## src/rtl/f3_ram_ctrl_if.sv

```systemverilog
// Control/address bundle between the layer-3 buffer sequencer and its neighbours.
// The sequencer takes the slave side; the pooling/convolution side takes the master side.
interface f3_ram_ctrl_if #(
  parameter int AW = 8
);
  logic          pool_valid;
  logic          f3_wr_en;
  logic [AW-1:0] f3_waddr;
  logic          conv_ready;
  logic [AW-1:0] f3_raddr;
  logic          rd_valid;
  logic          win_first;
  logic          win_last;
  logic          f3_busy;
  logic          f3_done;
  logic          ovf_err;

  modport slave (
    input  pool_valid, conv_ready,
    output f3_wr_en, f3_waddr, f3_raddr, rd_valid, win_first, win_last,
           f3_busy, f3_done, ovf_err
  );

  modport master (
    output pool_valid, conv_ready,
    input  f3_wr_en, f3_waddr, f3_raddr, rd_valid, win_first, win_last,
           f3_busy, f3_done, ovf_err
  );
endinterface

```

## src/rtl/f3_ram_ctrl.sv

```systemverilog
// Layer-3 feature-map buffer sequencer: owns the write address during fill,
// then walks the KxK sliding-window read order and tags returned data.
module f3_ram_ctrl #(
  parameter int MAP_W = 14,
  parameter int K     = 5,
  parameter int AW    = 8
) (
  input logic        clk,
  input logic        rst,
  f3_ram_ctrl_if.slave bus
);
  localparam int OUT_W = MAP_W - K + 1;
  localparam int DEPTH = MAP_W * MAP_W;
  localparam int CW    = $clog2(OUT_W);
  localparam int KW    = $clog2(K);

  localparam logic [AW-1:0] LAST_WADDR = AW'(DEPTH - 1);
  localparam logic [AW-1:0] ROW_STEP   = AW'(MAP_W);
  localparam logic [AW-1:0] WROW_STEP  = AW'(MAP_W - OUT_W + 1);
  localparam logic [KW-1:0] K_MAX      = KW'(K - 1);
  localparam logic [CW-1:0] O_MAX      = CW'(OUT_W - 1);

  typedef enum logic [1:0] {FILL, SCAN, DRAIN, DONE} state_t;

  state_t        state_q, state_d;
  logic [AW-1:0] wcnt_q, wcnt_d;
  logic [AW-1:0] raddr_q, raddr_d;
  logic [AW-1:0] rowBase_q, rowBase_d;
  logic [AW-1:0] winBase_q, winBase_d;
  logic [CW-1:0] oy_q, oy_d, ox_q, ox_d;
  logic [KW-1:0] ky_q, ky_d, kx_q, kx_d;
  logic          rdValid_q, winFirst_q, winLast_q, ovf_q;
  logic          issue;

  assign issue = (state_q == SCAN) && bus.conv_ready;

  // winBase tracks the window's top-left address and rowBase the start of the
  // current kernel row, so every step of the walk is an add of a small constant.
  always_comb begin
    state_d   = state_q;
    wcnt_d    = wcnt_q;
    raddr_d   = raddr_q;
    rowBase_d = rowBase_q;
    winBase_d = winBase_q;
    oy_d      = oy_q;
    ox_d      = ox_q;
    ky_d      = ky_q;
    kx_d      = kx_q;
    case (state_q)
      FILL: begin
        if (bus.pool_valid) begin
          if (wcnt_q == LAST_WADDR) begin
            wcnt_d  = '0;
            state_d = SCAN;
          end else begin
            wcnt_d = wcnt_q + 1'b1;
          end
        end
      end
      SCAN: begin
        if (issue) begin
          if (kx_q != K_MAX) begin
            kx_d    = kx_q + 1'b1;
            raddr_d = raddr_q + 1'b1;
          end else begin
            kx_d = '0;
            if (ky_q != K_MAX) begin
              ky_d      = ky_q + 1'b1;
              rowBase_d = rowBase_q + ROW_STEP;
              raddr_d   = rowBase_q + ROW_STEP;
            end else begin
              ky_d = '0;
              if (ox_q != O_MAX) begin
                ox_d      = ox_q + 1'b1;
                winBase_d = winBase_q + 1'b1;
                rowBase_d = winBase_q + 1'b1;
                raddr_d   = winBase_q + 1'b1;
              end else begin
                ox_d = '0;
                if (oy_q != O_MAX) begin
                  oy_d      = oy_q + 1'b1;
                  winBase_d = winBase_q + WROW_STEP;
                  rowBase_d = winBase_q + WROW_STEP;
                  raddr_d   = winBase_q + WROW_STEP;
                end else begin
                  oy_d      = '0;
                  winBase_d = '0;
                  rowBase_d = '0;
                  raddr_d   = '0;
                  state_d   = DRAIN;
                end
              end
            end
          end
        end
      end
      DRAIN:   state_d = DONE;
      DONE: begin
        state_d = FILL;
        wcnt_d  = '0;
      end
      default: state_d = FILL;
    endcase
  end

  // Framing flags are captured with the issue so they line up with the data
  // the buffer returns one cycle later.
  always_ff @(posedge clk or posedge rst) begin
    if (rst) begin
      state_q    <= FILL;
      wcnt_q     <= '0;
      raddr_q    <= '0;
      rowBase_q  <= '0;
      winBase_q  <= '0;
      oy_q       <= '0;
      ox_q       <= '0;
      ky_q       <= '0;
      kx_q       <= '0;
      rdValid_q  <= 1'b0;
      winFirst_q <= 1'b0;
      winLast_q  <= 1'b0;
      ovf_q      <= 1'b0;
    end else begin
      state_q    <= state_d;
      wcnt_q     <= wcnt_d;
      raddr_q    <= raddr_d;
      rowBase_q  <= rowBase_d;
      winBase_q  <= winBase_d;
      oy_q       <= oy_d;
      ox_q       <= ox_d;
      ky_q       <= ky_d;
      kx_q       <= kx_d;
      rdValid_q  <= issue;
      winFirst_q <= issue && (ky_q == '0) && (kx_q == '0);
      winLast_q  <= issue && (ky_q == K_MAX) && (kx_q == K_MAX);
      ovf_q      <= ovf_q | (bus.pool_valid && (state_q != FILL));
    end
  end

  assign bus.f3_wr_en  = (state_q == FILL) && bus.pool_valid;
  assign bus.f3_waddr  = wcnt_q;
  assign bus.f3_raddr  = raddr_q;
  assign bus.rd_valid  = rdValid_q;
  assign bus.win_first = winFirst_q;
  assign bus.win_last  = winLast_q;
  assign bus.f3_busy   = (state_q == SCAN);
  assign bus.f3_done   = (state_q == DONE);
  assign bus.ovf_err   = ovf_q;
endmodule

```

## src/flat_wrapper.sv

```systemverilog
// flat-port wrapper written by rule: the top's interface ports become plain ports
module f3_ram_ctrl_flat 
#(
  parameter int MAP_W = 14,
  parameter int K     = 5,
  parameter int AW    = 8
)
  (clk, rst, bus_pool_valid, bus_conv_ready, bus_f3_wr_en, bus_f3_waddr, bus_f3_raddr, bus_rd_valid, bus_win_first, bus_win_last, bus_f3_busy, bus_f3_done, bus_ovf_err);
  f3_ram_ctrl_if #(.AW(AW)) bus_i ();
  input logic clk;
  input logic rst;
  input wire logic [$bits(bus_i.pool_valid)-1:0] bus_pool_valid;
  input wire logic [$bits(bus_i.conv_ready)-1:0] bus_conv_ready;
  output wire logic [$bits(bus_i.f3_wr_en)-1:0] bus_f3_wr_en;
  output wire logic [$bits(bus_i.f3_waddr)-1:0] bus_f3_waddr;
  output wire logic [$bits(bus_i.f3_raddr)-1:0] bus_f3_raddr;
  output wire logic [$bits(bus_i.rd_valid)-1:0] bus_rd_valid;
  output wire logic [$bits(bus_i.win_first)-1:0] bus_win_first;
  output wire logic [$bits(bus_i.win_last)-1:0] bus_win_last;
  output wire logic [$bits(bus_i.f3_busy)-1:0] bus_f3_busy;
  output wire logic [$bits(bus_i.f3_done)-1:0] bus_f3_done;
  output wire logic [$bits(bus_i.ovf_err)-1:0] bus_ovf_err;
  assign bus_i.pool_valid = bus_pool_valid;
  assign bus_i.conv_ready = bus_conv_ready;
  assign bus_f3_wr_en = bus_i.f3_wr_en;
  assign bus_f3_waddr = bus_i.f3_waddr;
  assign bus_f3_raddr = bus_i.f3_raddr;
  assign bus_rd_valid = bus_i.rd_valid;
  assign bus_win_first = bus_i.win_first;
  assign bus_win_last = bus_i.win_last;
  assign bus_f3_busy = bus_i.f3_busy;
  assign bus_f3_done = bus_i.f3_done;
  assign bus_ovf_err = bus_i.ovf_err;
  f3_ram_ctrl #(.MAP_W(MAP_W), .K(K), .AW(AW)) u_core (.clk(clk), .rst(rst), .bus(bus_i));
endmodule
```

## config.mk

```make
export PLATFORM = sky130hd
export DESIGN_NAME = f3_ram_ctrl_flat
export DESIGN_NICKNAME = d
export VERILOG_FILES = /design/src/rtl/f3_ram_ctrl_if.sv /design/src/rtl/f3_ram_ctrl.sv /design/src/flat_wrapper.sv
export SDC_FILE = /design/constraint.sdc
export NUM_CORES = 1
export LEC_CHECK = 0
export BUFFER_PORTS_ARGS = -buffer_cell sky130_fd_sc_hd__buf_2
export CAP_MARGIN = 20
export CORE_MARGIN = 2
export CORE_UTILIZATION = 55
export CTS_CLUSTER_SIZE = 8
export DETAILED_ROUTE_END_ITERATION = 16
export PLACE_DENSITY = 0.73
export REMOVE_ABC_BUFFERS = 1
export SLEW_MARGIN = 20
export SYNTH_ARGS = -nofsm -noshare
export SYNTH_HDL_FRONTEND = slang
export SYNTH_SLANG_ARGS = --single-unit
```

## constraint.sdc

```tcl
create_clock -name clk -period 3.3 [get_ports clk]
set_clock_uncertainty 0.2 [all_clocks]
set_input_delay 0.66 -clock clk [delete_from_list [all_inputs] [get_ports clk]]
set_output_delay 0.66 -clock clk [all_outputs]
set_load 0.1 [all_outputs]
```

* Word level (Yosys, flattened, before mapping)
Cells that the tools add are included.
Cells by class: bitwise gates (word level) 4, magnitude comparators 0, multipliers 0, shift operators 0, divide/modulo/power cells 0, muxes and demuxes 19, add/sub/neg operators 9, equal/unequal tests 17, reduce and logical (&&, ||, !) cells 18
Operators by type and width (number):
- 2-to-1 mux 8 bit | 6
- adder 8 x 1 -> 8 bit, second input constant | 3
- one-hot mux 8 bit (2 select lines) | 1
- 2-to-1 mux 2 bit | 7
- != test 2 bit, second input constant | 5
- adder 4 x 1 -> 4 bit, second input constant | 2
- adder 8 x 3 -> 8 bit, second input constant | 1
- adder 8 x 4 -> 8 bit, second input constant | 1
- == test 8 bit, second input constant | 1
- 2-to-1 mux 4 bit | 2
- != test 4 bit, second input constant | 2
- one-hot mux 2 bit (4 select lines) | 1
- logical AND 1 bit | 7
- AND reduction 7 bit | 1
- adder 3 x 1 -> 3 bit, second input constant | 2
- == test 3 bit, second input constant | 2
- zero test 3 bit | 2
- 2-to-1 mux 3 bit | 2
- != test 3 bit, second input constant | 2
- AND reduction 5 bit | 1
- == test 2 bit, second input constant | 2
- != test 2 x 1 -> 1 bit, second input constant | 2
- AND reduction 2 bit | 2
- AND reduction 4 bit | 1
- other kinds (6) | 9
Word-level totals: memory bits (writable) 0, register bits after elaboration 52, input bits 4, memories 0, word-level logic and storage cells 80, bits in read-only memories 0, output and inout bits 23, bits in latches 0

* Depth between registers and ports, before layout
word-level depth 7, mapped depth 9, gate-level depth less buffers 7

* Worst setup path before layout
OpenSTA, ideal clock, no wires.
path kind reg-to-reg, start reg u_core.state_q[1], end reg u_core.raddr_q[6], in the netlist u_core.bus.f3_raddr[6], stages on the path, launching flop included 7, library setup time 140 ps, buffers on the path 0, setup slack 603 ps, arrival 2357 ps, data required time 2960 ps, period minus slack after synthesis 2697 ps, path through dfrtp_1 -> inv_1 -> ha_1 -> nand4_2 -> o311a_1 -> a221oi_1 -> o211ai_1
On the way: longest elaborated chain between the ends 3
RTL lines:
- from (decl) | line f3_ram_ctrl.sv:25 | state_t state_q, state_d;
- from (signal assigned) | line f3_ram_ctrl.sv:124 | state_q <= state_d;
- == test 2 x 1 -> 1 bit (*)
- via bus_f3_busy | line flat_wrapper.sv:20 | output wire logic [$bits(bus_i.f3_busy)-1:0] bus_f3_busy;
- logical AND 1 bit | line f3_ram_ctrl.sv:35 | assign issue = (state_q == SCAN) && bus.conv_ready;
- AND reduction 2 bit (no source line) (*)
- to (signal assigned) | line f3_ram_ctrl.sv:126 | raddr_q <= raddr_d;
- to (decl) | line f3_ram_ctrl.sv:27 | logic [AW-1:0] raddr_q, raddr_d;
Mark *: on every way through the listed nets, which the timed path passes. The rest lies on a longest branch. A chain may end at the register's enable or synchronous reset.

* Worst setup path in the final report
start reg u_core.state_q[0], end out bus_f3_wr_en
On the way: longest elaborated chain between the ends 2
RTL lines:
- zero test 2 bit | line f3_ram_ctrl.sv:140 | assign bus.f3_wr_en = (state_q == FILL) && bus.pool_valid;
- logical AND 1 bit | line f3_ram_ctrl.sv:140
- to (decl) | line flat_wrapper.sv:14 | output wire logic [$bits(bus_i.f3_wr_en)-1:0] bus_f3_wr_en;
Every way passes these cells.

==> impl_metrics.yaml <==
sta:
  min_period_ns: 2.60
  slew-limit-headroom: 0.563
  slew_violations: 0
  tightest_slew_ns: 0.654
  setup_tns_ns: 0
  rsz0062_at_grt: "no"
  setup_viol: 0
  fin_crit_sh: 0.787
  hold_viol_final: 0
  max_freq_mhz: 385
finish:
  area_growth_pct: 7.77
  design_area_mm2: 0.00344
  area.sequential_mm2: 0.00130
  n_fill_cell: 486
  drive_above_1_share: 0.147
  final_nets: 379
  multi_input_area_mm2: 0.00172
  diodes: 0
  stdcell_count: 433
critical_path:
  ff2ff_setup_slack_ns: 0.77
  r2r-start: "u_core.state_q[1]"
  arrival_ns: 1.74
  reg2reg_depth: 6
  critPathRequiredTime_ns: 2.44
  crit_path_end_kind: "output pin"
  critPathLaunchType: "register"
  criticalPathCategory: "reg2out"
  path_max_fanout: 4
  cp-startpoint: "u_core.state_q[0]"
  r2r_end: "u_core.rowBase_q[5]"
  endpoint: "bus_f3_wr_en"
logic_synthesis:
  ys_warn_count: 0
  ys.flop_type: "dfrtp_1"
  synth_top_area_frac: 0.408
  ys_types: 66
  yosysSeqAreaShare: 0.408
  async_flop_share: 1.00
  synthTopCellsByArea: "dfrtp_1 41%, ha_1 5.5%, nand2_1 3.8%, o21ai_0 3.6%, a21oi_1 2.7%"
  netlist_area_mm2: 0.00319
  synth_edf_count: 0
  ys_ff_latch: 52
  yosys-top-cells-count: "52 x dfrtp_1, 32 x nand2_1, 23 x o21ai_0"
  synth.most_common_cell: "dfrtp_1"
  synth.avg_cell_area_um2: 9.38
  netlist_instances: 340
  synth_top_area_cell: "dfrtp_1"
outcome:
  status: "finished clean"
global_routing:
  gr-usage-met2: 0.380
  grt.met3_usage: 0.0404
  antenna_found_initial: 0
  grt_max_degree: 53
  grt.busiest_layer: "met2"
  use_met1: 0.344
  grt_util_all_layers: 0.241
  grt.overflow.total: 0
  grt_pass1_vias: 2486
  grt_pass1_wl_mm: 12.0
hold_path:
  worstHoldPathType: "reg2reg"
clock_tree:
  path_clk_slew_ns: 0.09
  cts-root-buf: "clkbuf_8"
  htreeDepth: 2
  cts_sinks: 52
  cts_tree: "done"
  cts_buffer_depth: 2
  postCtsSetupBuffers: 0
  holdBufCountCts: 0
  cts_resized: 0
  numCtsBuffers: 5
  insertion_delay_ns: 0.31
drt:
  vias: 2695
  postRouteAntennaNets: 0
  drc: 0
  drt_wl_total_mm: 7.13
  dr.first_iter.drc_count: 272
  vias_per_cell: 6.22
  drt_first_pass_iters: 6
  wl_per_cell_um: 16.5
power:
  clkPwrFrac: 0.128
  cellPowerDensity_mw_per_mm2: 902
  pwr-share-comb: 0.531
  switching_share: 0.540
  seqPwrFrac: 0.341
  power_switching_mw: 1.67
  p_leak_nw: 1.53
  p_int_mw: 1.43
  peakVddDrop_v: 0.000508
floorplanning:
  dieArea_mm2: 0.00642
  top_level_ports: 27
  die_x_um: 80.1
  core_mm2: 0.00554
  initial_utilization: 0.575
  num_rows: 27
  die_h_um: 80.1
placement:
  place.gp.congestion: 0.874
  place_inst: 426
  portBuffers: 26
  dp_hpwl_mm: 4.91
  dpl_cell_area_mm2: 0.00334
run:
  cap_violations: 0
-- how the worst min path moves through the flow --
stage | from | endpoint | slack, ns | depth (start not counted)
floorplan | u_core.rowBase_q[0] | u_core.rowBase_q[0] | 0.25 | 1
global placement | u_core.bus.ovf_err | u_core.bus.ovf_err | 0.24 | 1
detailed placement | u_core.bus.ovf_err | u_core.bus.ovf_err | 0.27 | 1
CTS | u_core.bus.ovf_err | u_core.bus.ovf_err | 0.29 | 1
global route | u_core.bus.ovf_err | u_core.bus.ovf_err | 0.31 | 1
finish | u_core.bus.ovf_err | u_core.bus.ovf_err | 0.29 | 1
-- power groups by stage --
stage / clock, mW / combinational (mW) / sequential [mW]
finish: 0.398 / 1.64 / 1.06
global route: 0.425 / 1.78 / 1.09
CTS: 0.398 / 1.64 / 1.05
detailed placement: 0 / 1.64 / 1.06
global placement: 0 / 1.62 / 1.05
floorplan: 0 / 0.819 / 1.55
-- logic make-up after synthesis --
kind of cell,synth area share
buffers and inverters,0.0522
and+or+nand+nor,0.210
muxes,0.0283
DFF,0.408
AOI/OAI and AO/OA,0.204
xor gates and xnor gates,0.0385
adders and majority gates,0.0585
-- through the flow --
step,total power [mW],util,hold slack [ns],setup slack (ns)
6_report,3.10,0.620,0.286,0.704
2_1_floorplan,2.37,-,0.250,0.284
3_3_place_gp,2.67,0.603,0.240,0.879
3_5_place_dp,2.70,0.603,0.273,0.836
4_1_cts,3.09,0.620,0.291,0.715
5_1_grt,3.29,0.620,0.314,0.601
-- flip-flops by register name, summed over array words and instances (netlist names) --
register and count:
u_core.state_q 2, u_core.bus.win_last 1, u_core.bus.f3_raddr 8, u_core.bus.f3_waddr 8, u_core.bus.rd_valid 1, u_core.kx_q 3
u_core.ky_q 3, u_core.winBase_q 8, u_core.bus.ovf_err 1, u_core.rowBase_q 8, u_core.bus.win_first 1, u_core.oy_q 4
u_core.ox_q 4
-- worst max-delay path, stage by stage, from the launching register on --
cell	delay (ns)
dfrtp_1	0.41
inv_1	0.13
ha_1	0.22
and2_1	0.22
buf_2	0.45
-- per-layer routing --
layer	up-vias	wire length [µm]
met2	82	3330
li1	1294	-
met4	0	104
met1	1306	3330
met5	-	0
met3	13	375
-- layout by cell type, fill, tap and decap left out, types with 3 or more instances in the layout --
master	netlist	final
o21a_1	6	6
nor2b_1	3	3
nand3_1	11	11
a41oi_1	3	3
xor2_1	8	8
a31oi_1	3	3
a21o_1	4	4
nor3_1	12	12
dfrtp_1	52	52
buf_2	4	26
clkbuf_8	0	7
o211ai_1	8	8
nand3b_1	3	3
mux2i_1	3	3
xnor2_1	6	6
o221ai_1	3	3
ha_1	14	14
nor2_1	21	21
o21ai_0	23	23
nand2_1	32	32
and2_1	4	4
and3_1	4	4
buf_4	4	3
inv_1	19	18
a21oi_1	17	17
o22ai_1	5	5
nand4_1	12	12
-- cell type report --
| class | instances | area share |
|---|---|---|
| Inverter | 20 | 0.0218 |
| Sequential cell | 52 | 0.379 |
| Timing Repair Buffer | 29 | 0.0444 |
| Multi-Input combinational cell | 253 | 0.501 |
| Tap cell | 72 | 0.0262 |
| Clock buffer | 7 | 0.0280 |
No activity file was read; power rests on OpenSTA's default activity.
